===== src/rtl/instruction_fetch_unit_if.sv =====
// Instruction-memory read channel.
// Fetch unit drives req/addr; memory answers with ack/rdata.
interface instruction_fetch_unit_if #(
  parameter int ADDR_W  = 8,
  parameter int INSTR_W = 16
);
  logic               req;
  logic [ADDR_W-1:0]  addr;
  logic               ack;
  logic [INSTR_W-1:0] rdata;

  modport master (
    output req,
    output addr,
    input  ack,
    input  rdata
  );

  modport slave (
    input  req,
    input  addr,
    output ack,
    output rdata
  );
endinterface


===== src/rtl/instruction_fetch_unit.sv =====
// Program counter owner and instruction fetcher.
// Fetches over req/ack, latches IR, advances PC on pc_read.
module instruction_fetch_unit #(
  parameter int              ADDR_W   = 8,
  parameter int              INSTR_W  = 16,
  parameter logic [ADDR_W-1:0] RESET_PC = '0,
  parameter logic [2:0]      HALT_OP  = 3'b111
) (
  input  logic                clk,
  input  logic                rst_n,
  input  logic                pc_read,
  input  logic                branch_en,
  input  logic [ADDR_W-1:0]   branch_target,
  instruction_fetch_unit_if.master imem,
  output logic [ADDR_W-1:0]   pc,
  output logic [INSTR_W-1:0]  ir,
  output logic                id0,
  output logic                id1,
  output logic                id2,
  output logic                instr_valid,
  output logic                halted,
  output logic                protocol_err
);

  typedef enum logic [2:0] {
    S_IDLE,
    S_FETCH,
    S_DECODE,
    S_WAIT,
    S_HALTED
  } state_e;

  state_e             state_q, state_d;
  logic [ADDR_W-1:0]  pc_q, pc_d;
  logic [INSTR_W-1:0] ir_q, ir_d;
  logic               instr_valid_q, instr_valid_d;
  logic               halted_q, halted_d;
  logic               protocol_err_q, protocol_err_d;

  // Next-state logic: fetch handshake, decode, PC update
  always_comb begin
    state_d        = state_q;
    pc_d           = pc_q;
    ir_d           = ir_q;
    instr_valid_d  = 1'b0;
    unique case (state_q)
      S_IDLE: state_d = S_FETCH;
      S_FETCH: begin
        if (imem.ack) begin
          ir_d          = imem.rdata;
          instr_valid_d = 1'b1;
          state_d       = S_DECODE;
        end
      end
      S_DECODE: begin
        if (ir_q[INSTR_W-1 -: 3] == HALT_OP)
          state_d = S_HALTED;
        else
          state_d = S_WAIT;
      end
      S_WAIT: begin
        if (pc_read) begin
          pc_d    = branch_en ? branch_target
                              : pc_q + ADDR_W'(1);
          state_d = S_FETCH;
        end
      end
      S_HALTED: state_d = S_HALTED;
      default:  state_d = S_IDLE;
    endcase
    halted_d       = (state_d == S_HALTED);
    protocol_err_d = protocol_err_q
                   | (pc_read && state_q != S_WAIT);
  end

  // State and registered outputs
  always_ff @(posedge clk or negedge rst_n) begin
    if (!rst_n) begin
      state_q        <= S_IDLE;
      pc_q           <= RESET_PC;
      ir_q           <= '0;
      instr_valid_q  <= 1'b0;
      halted_q       <= 1'b0;
      protocol_err_q <= 1'b0;
    end else begin
      state_q        <= state_d;
      pc_q           <= pc_d;
      ir_q           <= ir_d;
      instr_valid_q  <= instr_valid_d;
      halted_q       <= halted_d;
      protocol_err_q <= protocol_err_d;
    end
  end

  assign imem.req     = (state_q == S_FETCH);
  assign imem.addr    = pc_q;
  assign pc           = pc_q;
  assign ir           = ir_q;
  assign id2          = ir_q[INSTR_W-1];
  assign id1          = ir_q[INSTR_W-2];
  assign id0          = ir_q[INSTR_W-3];
  assign instr_valid  = instr_valid_q;
  assign halted       = halted_q;
  assign protocol_err = protocol_err_q;

endmodule

===== src/flat_wrapper.sv =====
// flat-port wrapper written by rule: the top's interface ports become plain ports
module instruction_fetch_unit_flat 
#(
  parameter int              ADDR_W   = 8,
  parameter int              INSTR_W  = 16,
  parameter logic [ADDR_W-1:0] RESET_PC = '0,
  parameter logic [2:0]      HALT_OP  = 3'b111
)
  (clk, rst_n, pc_read, branch_en, branch_target, pc, ir, id0, id1, id2, instr_valid, halted, protocol_err, imem_req, imem_addr, imem_ack, imem_rdata);
  instruction_fetch_unit_if #(.ADDR_W(ADDR_W), .INSTR_W(INSTR_W)) imem_i ();
  input  logic clk;
  input  logic rst_n;
  input  logic pc_read;
  input  logic branch_en;
  input  logic [ADDR_W-1:0] branch_target;
  output logic [ADDR_W-1:0] pc;
  output logic [INSTR_W-1:0] ir;
  output logic id0;
  output logic id1;
  output logic id2;
  output logic instr_valid;
  output logic halted;
  output logic protocol_err;
  output wire logic [$bits(imem_i.req)-1:0] imem_req;
  output wire logic [$bits(imem_i.addr)-1:0] imem_addr;
  input wire logic [$bits(imem_i.ack)-1:0] imem_ack;
  input wire logic [$bits(imem_i.rdata)-1:0] imem_rdata;
  assign imem_req = imem_i.req;
  assign imem_addr = imem_i.addr;
  assign imem_i.ack = imem_ack;
  assign imem_i.rdata = imem_rdata;
  instruction_fetch_unit #(.ADDR_W(ADDR_W), .INSTR_W(INSTR_W), .RESET_PC(RESET_PC), .HALT_OP(HALT_OP)) u_core (.clk(clk), .rst_n(rst_n), .pc_read(pc_read), .branch_en(branch_en), .branch_target(branch_target), .imem(imem_i), .pc(pc), .ir(ir), .id0(id0), .id1(id1), .id2(id2), .instr_valid(instr_valid), .halted(halted), .protocol_err(protocol_err));
endmodule

===== config.mk =====
export PLATFORM = sky130hd
export DESIGN_NAME = instruction_fetch_unit_flat
export DESIGN_NICKNAME = d
export VERILOG_FILES = /design/src/rtl/instruction_fetch_unit_if.sv /design/src/rtl/instruction_fetch_unit.sv /design/src/flat_wrapper.sv
export SDC_FILE = /design/constraint.sdc
export NUM_CORES = 1
export LEC_CHECK = 0
export BUFFER_PORTS_ARGS = -buffer_cell sky130_fd_sc_hd__buf_2
export CAP_MARGIN = 10
export CORE_MARGIN = 2
export CORE_UTILIZATION = 45
export DETAILED_ROUTE_END_ITERATION = 7
export HOLD_SLACK_MARGIN = 0.03
export PLACE_DENSITY = 0.86
export SETUP_SLACK_MARGIN = 0.5
export SLEW_MARGIN = 40
export SYNTH_ARGS = -nofsm -noshare
export SYNTH_HDL_FRONTEND = slang
export SYNTH_SLANG_ARGS = --single-unit

===== constraint.sdc =====
create_clock -name clk -period 2.25 [get_ports clk]
set_input_delay 0.675 -clock clk [delete_from_list [all_inputs] [get_ports clk]]
set_output_delay 0.675 -clock clk [all_outputs]
set_load 0.02 [all_outputs]

# Word-level counts from Yosys, hierarchy flattened

Index checks and enable logic that the tools add are counted.

Logic and storage cells: 26
Output and inout bits: 39
Input port bits: 29
Flip-flop bits (word level): 30

$add $sub $neg: 1
Reductions and logical operators: 4
Eq/ne operators: 7
Mux-type cells: 7
Bitwise logic cells: 1

Operators with widths:

| operator              | count |
|---|---|
| $pmux W3 S5           | 1 |
| $eq A3 B3 Y1 const B  | 3 |
| $mux W3               | 3 |
| $add A8 B1 Y8 const B | 1 |
| $mux W8               | 1 |
| $eq A3 B2 Y1 const B  | 2 |
| $reduce_and A2 Y1     | 2 |
| $eq A3 B1 Y1 const B  | 1 |
| $logic_not A3 Y1      | 1 |
| $ne A3 B2 Y1 const B  | 1 |
| $mux W1               | 2 |
| $logic_and A1 B1 Y1   | 1 |
| $or A1 B1 Y1          | 1 |

# Depth between registers and ports, before layout

Gate-level depths: netlist of the first run.

Word-level depth: 4
Depth in mapped cells: 6
Depth with buffers taken out: 4

# Worst setup path before layout of the first run

OpenSTA, ideal clock, no wires.

Kind: register -> output
From: register u_core.state_q[1]
To: output port imem_req
Slack: 0.545 ns
Required time: 1.575 ns
Arrival time: 1.030 ns
Cell stages (with the launch flop): 3
Buffers on the path: 1
Path through: dfrtp_1 buf_6 nor3b_1

Word-level cells in the longest chain between the ends: 1

Ends and longest elaborated chain:

| element                | RTL line                     | source |
|---|---|---|
| start, declared        | instruction_fetch_unit.sv:33 | `state_e state_q, state_d;` |
| start signal, assigned | instruction_fetch_unit.sv:86 | `state_q <= state_d;` |
| $eq A3 B1 Y1           | instruction_fetch_unit.sv:95 | `assign imem.req = (state_q == S_FETCH);` |
| end, declared          | flat_wrapper.sv:24           | `output wire logic [$bits(imem_i.req)-1:0] imem_req;` |

No other way between the ends.

# Worst setup path in the final report of the first run

From: register u_core.state_q[2]
To: output port imem_req

The elaborated chain is that of the path after synthesis.

==> results.toml, run 1 <==
[critical_path]
critPathArrivalTime_ns = 1.10
start_kind = "flip-flop"
cp-endpoint = "imem_req"
cp_max_fo = 2
ff2ff_path_depth = 5
crit_start = "u_core.state_q[2]"
crit_type = "reg -> out"
rr_startpoint = "u_core.state_q[1]"
r2r-end = "u_core.ir[2]"
worstSetupEndpointType = "primary output"
required_ns = 1.57
r2r_slack_ns = 0.63

[detailed_routing]
ant_nets = 0
vias_per_cell = 5.05
drcViolationCount = 0
drt_iter0_markers = 71
wire_per_inst_um = 12.6
firstDrtPassIters = 4
wl_um = 2960
num_vias = 1186

[grt]
grt_antenna_before_repair = 0
grt_max_degree = 31
grt_pass1_vias = 1159
grt_overflow = 0
track_usage_pct = 16.5
grt_first_pass_wirelength_um = 5020

[timing]
setup-tns-final_ns = 0
setup_viol_count_final = 0
finalClockSkew_ns = 0.00733
clock.fmax_mhz = 562
finalMaxSlewViolations = 0
slew_headroom_pct = 57.4
fin_crit_ns = 1.78
tightest_slew_ns = 0.640
period_share_pct = 79.1
hold_violations = 0
rsz0062_at_grt = "true"

[logic_synthesis]
synth_edf_count = 0
synth_area_leaders = "dfrtp_1, mux2_4, mux2_2, buf_4, o21ai_0"
ys_seq_elements = 30
ys.flop_type = "dfrtp_1"
synth_cells = 128
yosysTopAreaCellShare_pct = 48.3
syn_area_um2 = 1550
synth_commonest_cells = "dfrtp_1, buf_4, mux2_4, o21ai_0"
yosysMostFrequentCell = "dfrtp_1"
async_flop_share_pct = 100
synth_cell_types = 39
syn-num-nets = 158
syn_avg_cell_area_um2 = 12.1
yosys.area.top_type = "dfrtp_1"
seq_area_frac_synth_pct = 48.3
ys_warn_count = 0

[placement]
place.gp.congestion = 0.719
hpwl_um = 2140
port_buffers = 67
dpl-instance-area_um2 = 1790

[clock_tree]
cts_made_buffers = 5
insertion_delay_ns = 0.34
cts_tree = "yes"
clock-sinks = 30
cts_buffer_depth = 2
htree_levels = 2
root_buffer = "clkbuf_4"
path_clk_slew_ns = 0.10
ctsHoldBuffers = 0

[finish]
num_antenna_cells = 0
drive_above_1_share_pct = 56.6
nNetsFinal = 218
stdcell_area_um2 = 1890
synthToLayoutAreaGrowth_pct = 21.7

[worst_hold_path]
hold_class = "in -> async"

[power]
ir_worst_vdd_v = 0.000728
power_density_nw_per_um2 = 1420
leakagePower_nw = 0.919

[floorplan]
num_io_pins = 68
dieWidth_um = 62.7
chipHeight_um = 62.7
num_rows = 21
initial_core_util_pct = 46.5
die-area_um2 = 3940
fp.coreArea_um2 = 3340

[outcome]
status = "finished clean"

[job]
maxCapViolations = 0
cell type report:
class / count / area, µm²
multi-input combinational: 78 / 638
clock buffer: 5 / 37.5
inverter: 2 / 7.51
clock inverter: 3 / 21.3
fill: 315 / 1450
timing repair buffer: 71 / 368
sequential: 30 / 759
tap: 46 / 57.6
logic make-up after synthesis:
logic type	share of synthesized area, %
AO/OA/AOI/OAI	8.86
adder cells (fa/ha/maj)	0.806
buffers and inverters	10.9
flip-flops	48.3
multiplexers	16.5
AND/OR/NAND/NOR	14.6
how the worst min path moves through the flow:
stage,startpoint,end,slack (ns),cells past startpoint
CTS,rst_n,u_core.ir[11],0.37,1
global placement,u_core.protocol_err,u_core.protocol_err,0.44,1
floorplan,rst_n,u_core.halted,0.38,0
finish,rst_n,u_core.imem.addr[5],0.35,1
detailed placement,u_core.protocol_err,u_core.protocol_err,0.44,1
global route,rst_n,u_core.ir[10],0.39,1
worst max-delay path: stages, from the launching register on:
cell and delay, ns:
dfrtp_2 0.42, nor3b_2 0.18, buf_4 0.17
routing by layer:
metal	track usage [%]	routed length [µm]	share of wire (%)	up-vias
met5	0	0	0	-
met4	8.33	42	1.4	0
met3	5.41	287	9.7	5
met2	27.4	1360	46	63
met1	19.1	1270	43	545
li1	-	-	-	573
power by group:
group / switching, W / leakage, nW / internal (W)
clock: 0.000196 / 0.0312 / 0.000121
sequential: 0.000221 / 0.347 / 0.000783
combinational: 0.000768 / 0.541 / 0.000598
total: 0.00119 / 0.919 / 0.00150
state kept, by name (all words and copies together) (netlist names):
name	cells
u_core.halted	1
u_core.imem.addr	8
u_core.instr_valid	1
u_core.ir	16
u_core.protocol_err	1
u_core.state_q	3
timing repair:
action,CTS,global route
setup buffers,3,0
gates resized for setup,6,3
hold endpoints to repair,0,0
pin swaps,1,0
endpoints found under the setup margin,3,7
cells in the final DEF, fill, tap and decap left out, types with 2 or more instances in the layout:
| cell | instances |
|---|---|
| mux2i_1 | 2 |
| dfrtp_2 | 7 |
| a21oi_1 | 3 |
| nand4_1 | 3 |
| o21ai_0 | 9 |
| mux2_2 | 8 |
| nand3_1 | 5 |
| nand2_1 | 5 |
| a211oi_1 | 2 |
| inv_1 | 2 |
| mux2_4 | 9 |
| dfrtp_1 | 23 |
| nor2_1 | 8 |
| nand3b_1 | 2 |
| buf_4 | 5 |
| buf_2 | 66 |
| clkbuf_4 | 5 |
metrics by stage:
stage	hold WS (ns)	utilization, %	total power [W]	cells	setup WS (ns)
floorplan	0.379	-	0.00209	128	0.545
finish	0.354	56.6	0.00269	235	0.470
detailed placement	0.439	53.7	0.00234	224	0.420
CTS	0.367	56.5	0.00272	235	0.464
global route	0.390	56.6	0.00288	235	0.400
global placement	0.436	53.7	0.00231	224	0.465
(Power assumes the default switching activity.)
==> run 2, diff against run 1 <==
Settings changed: CORE_UTILIZATION 45 to 42, PLACE_DENSITY 0.86 to 0.84.
Clock period 2.25 ns to 1.5 ns, I/O delays scaled along.
==> results.toml, run 2 (synthesized netlist as in run 1, its figures left out) <==
[floorplan]
chipHeight_um = 64.8
die-area_um2 = 4200
initial_core_util_pct = 43.1
fp.coreArea_um2 = 3610
dieWidth_um = 64.8
num_rows = 22
num_io_pins = 68

[grt]
grt_overflow = 0
grt_pass1_vias = 1407
track_usage_pct = 21.5
grt_antenna_before_repair = 0
grt_first_pass_wirelength_um = 6770
grt_max_degree = 31

[finish]
instances_no_fill = 280
final_cell_mix = "buf_6, buf_4, buf_2"
drive_above_1_share_pct = 72.4
stdcell_area_um2 = 2690
synthToLayoutAreaGrowth_pct = 73.1
layout_commonest_cell = "buf_6"
nNetsFinal = 261
num_antenna_cells = 0
largest_register_ffs = 16

[detailed_routing]
num_vias = 1389
wl_um = 4330
firstDrtPassIters = 4
ant_nets = 0
wire_per_inst_um = 15.5
drcViolationCount = 0
vias_per_cell = 4.96
drt_iter0_markers = 77

[power]
ir_worst_vdd_v = 0.00147
leakagePower_nw = 1.28
power_density_nw_per_um2 = 2290

[critical_path]
r2r_slack_ns = -0.03
critPathArrivalTime_ns = 1.70
ff2ff_path_depth = 5
crit_type = "reg -> reg"
start_kind = "flip-flop"
r2r-end = "u_core.ir[15]"
rr_startpoint = "u_core.state_q[1]"
required_ns = 1.66
worstSetupEndpointType = "flip-flop"
cp_max_fo = 7

[placement]
hpwl_um = 2330
dp.cells = 235
dpl-instance-area_um2 = 1890
place.gp.congestion = 0.731
port_buffers = 67

[worst_hold_path]
hold_class = "in -> async"

[clock_tree]
cts_buffer_depth = 2
path_clk_slew_ns = 0.07
insertion_delay_ns = 0.28
cts_tree = "yes"
htree_levels = 2
root_buffer = "clkbuf_8"
clock-sinks = 30
ctsHoldBuffers = 0
cts_made_buffers = 5

[timing]
finalMaxSlewViolations = 0
slew_headroom_pct = 74.6
hold_violations = 0
clock.fmax_mhz = 653
fin_crit_ns = 1.53
tightest_slew_ns = 0.381
whs_ns = 0.193
finalClockSkew_ns = 0.00473
fin_ws_ns = -0.0310
period_share_pct = 102
rsz0062_at_grt = "true"
setup_viol_count_final = 17

[outcome]
status = "finished with violations"
violations = "negative setup slack"

[job]
maxCapViolations = 0
[run 2: cell count changes in the layout (fill, tap and decap cells not counted), moves of 5 or more]
| cell | change |
|---|---|
| o21ai_0 | -8 |
| clkbuf_8 | +5 |
| mux2_2 | -8 |
| buf_6 | +52 |
| clkbuf_4 | -5 |
| buf_2 | -38 |
| o21ai_1 | +6 |
| mux2_4 | +9 |
| buf_4 | +27 |
[run 2: where the power goes]
| group | switching [W] | internal [W] | total, W | leakage, nW |
|---|---|---|---|---|
| Clock | 0.000320 | 0.000493 | 0.000813 | 0.0504 |
| Combinational | 0.00153 | 0.00221 | 0.00373 | 0.886 |
| Sequential | 0.000425 | 0.00119 | 0.00161 | 0.343 |
[run 2: worst max-delay path, cell delays in order, from the launching register on]
cell,delay (ns)
dfrtp_2,0.44
buf_12,0.14
nor2b_4,0.11
and3b_2,0.26
buf_8,0.16
mux2_4,0.31
[run 2: what timing repair did]
| item | 4_1_cts | 5_1_grt |
|---|---|---|
| hold endpoints to repair | 0 | 0 |
| setup buffers | 25 | 12 |
| pin swaps | 9 | 3 |
| gates resized for setup | 108 | 12 |
| setup endpoints to repair | 68 | 69 |
[run 2: metal layers]
metal	vias to the layer above	GRT usage, %	routed length [µm]
met4	0	4.79	54
met1	656	22.8	1600
met5	-	0	0
met3	8	8.33	357
li1	654	-	-
met2	71	39.8	2310
[run 2: layout make-up]
class	count	area, µm²
fill	255	918
sequential	30	764
inverter	2	7.51
clock inverter	3	45.0
clock buffer	5	68.8
timing repair buffer	114	1000
tap	48	60.1
multi-input combinational	78	741
[run 2: how the worst max path moves through the flow]
stage                      start             to  slack [ns]  depth (start not counted)
2_1_floorplan  u_core.state_q[1]  u_core.ir[10]        0.05                          6
3_3_place_gp            imem_ack  u_core.ir[13]        0.04                          5
3_5_place_dp            imem_ack  u_core.ir[12]     -0.0005                          5
4_1_cts        u_core.state_q[1]       imem_req       -0.03                          2
5_1_grt        u_core.state_q[0]       imem_req       -0.07                          2
6_report       u_core.state_q[1]  u_core.ir[15]       -0.03                          5
[run 2: stage by stage]
| step | total power (W) | TNS, ns | setup slack (ns) | util [%] |
|---|---|---|---|---|
| after floorplan | 0.00328 | 0 | 0.0547 | - |
| after global placement | 0.00365 | 0 | 0.0414 | 52.5 |
| after detailed placement | 0.00371 | -0.000503 | -0.000503 | 52.5 |
| after CTS | 0.00583 | -0.0341 | -0.0341 | 70.7 |
| after global routing | 0.00647 | -0.836 | -0.0712 | 74.5 |
| final | 0.00616 | -0.262 | -0.0310 | 74.5 |
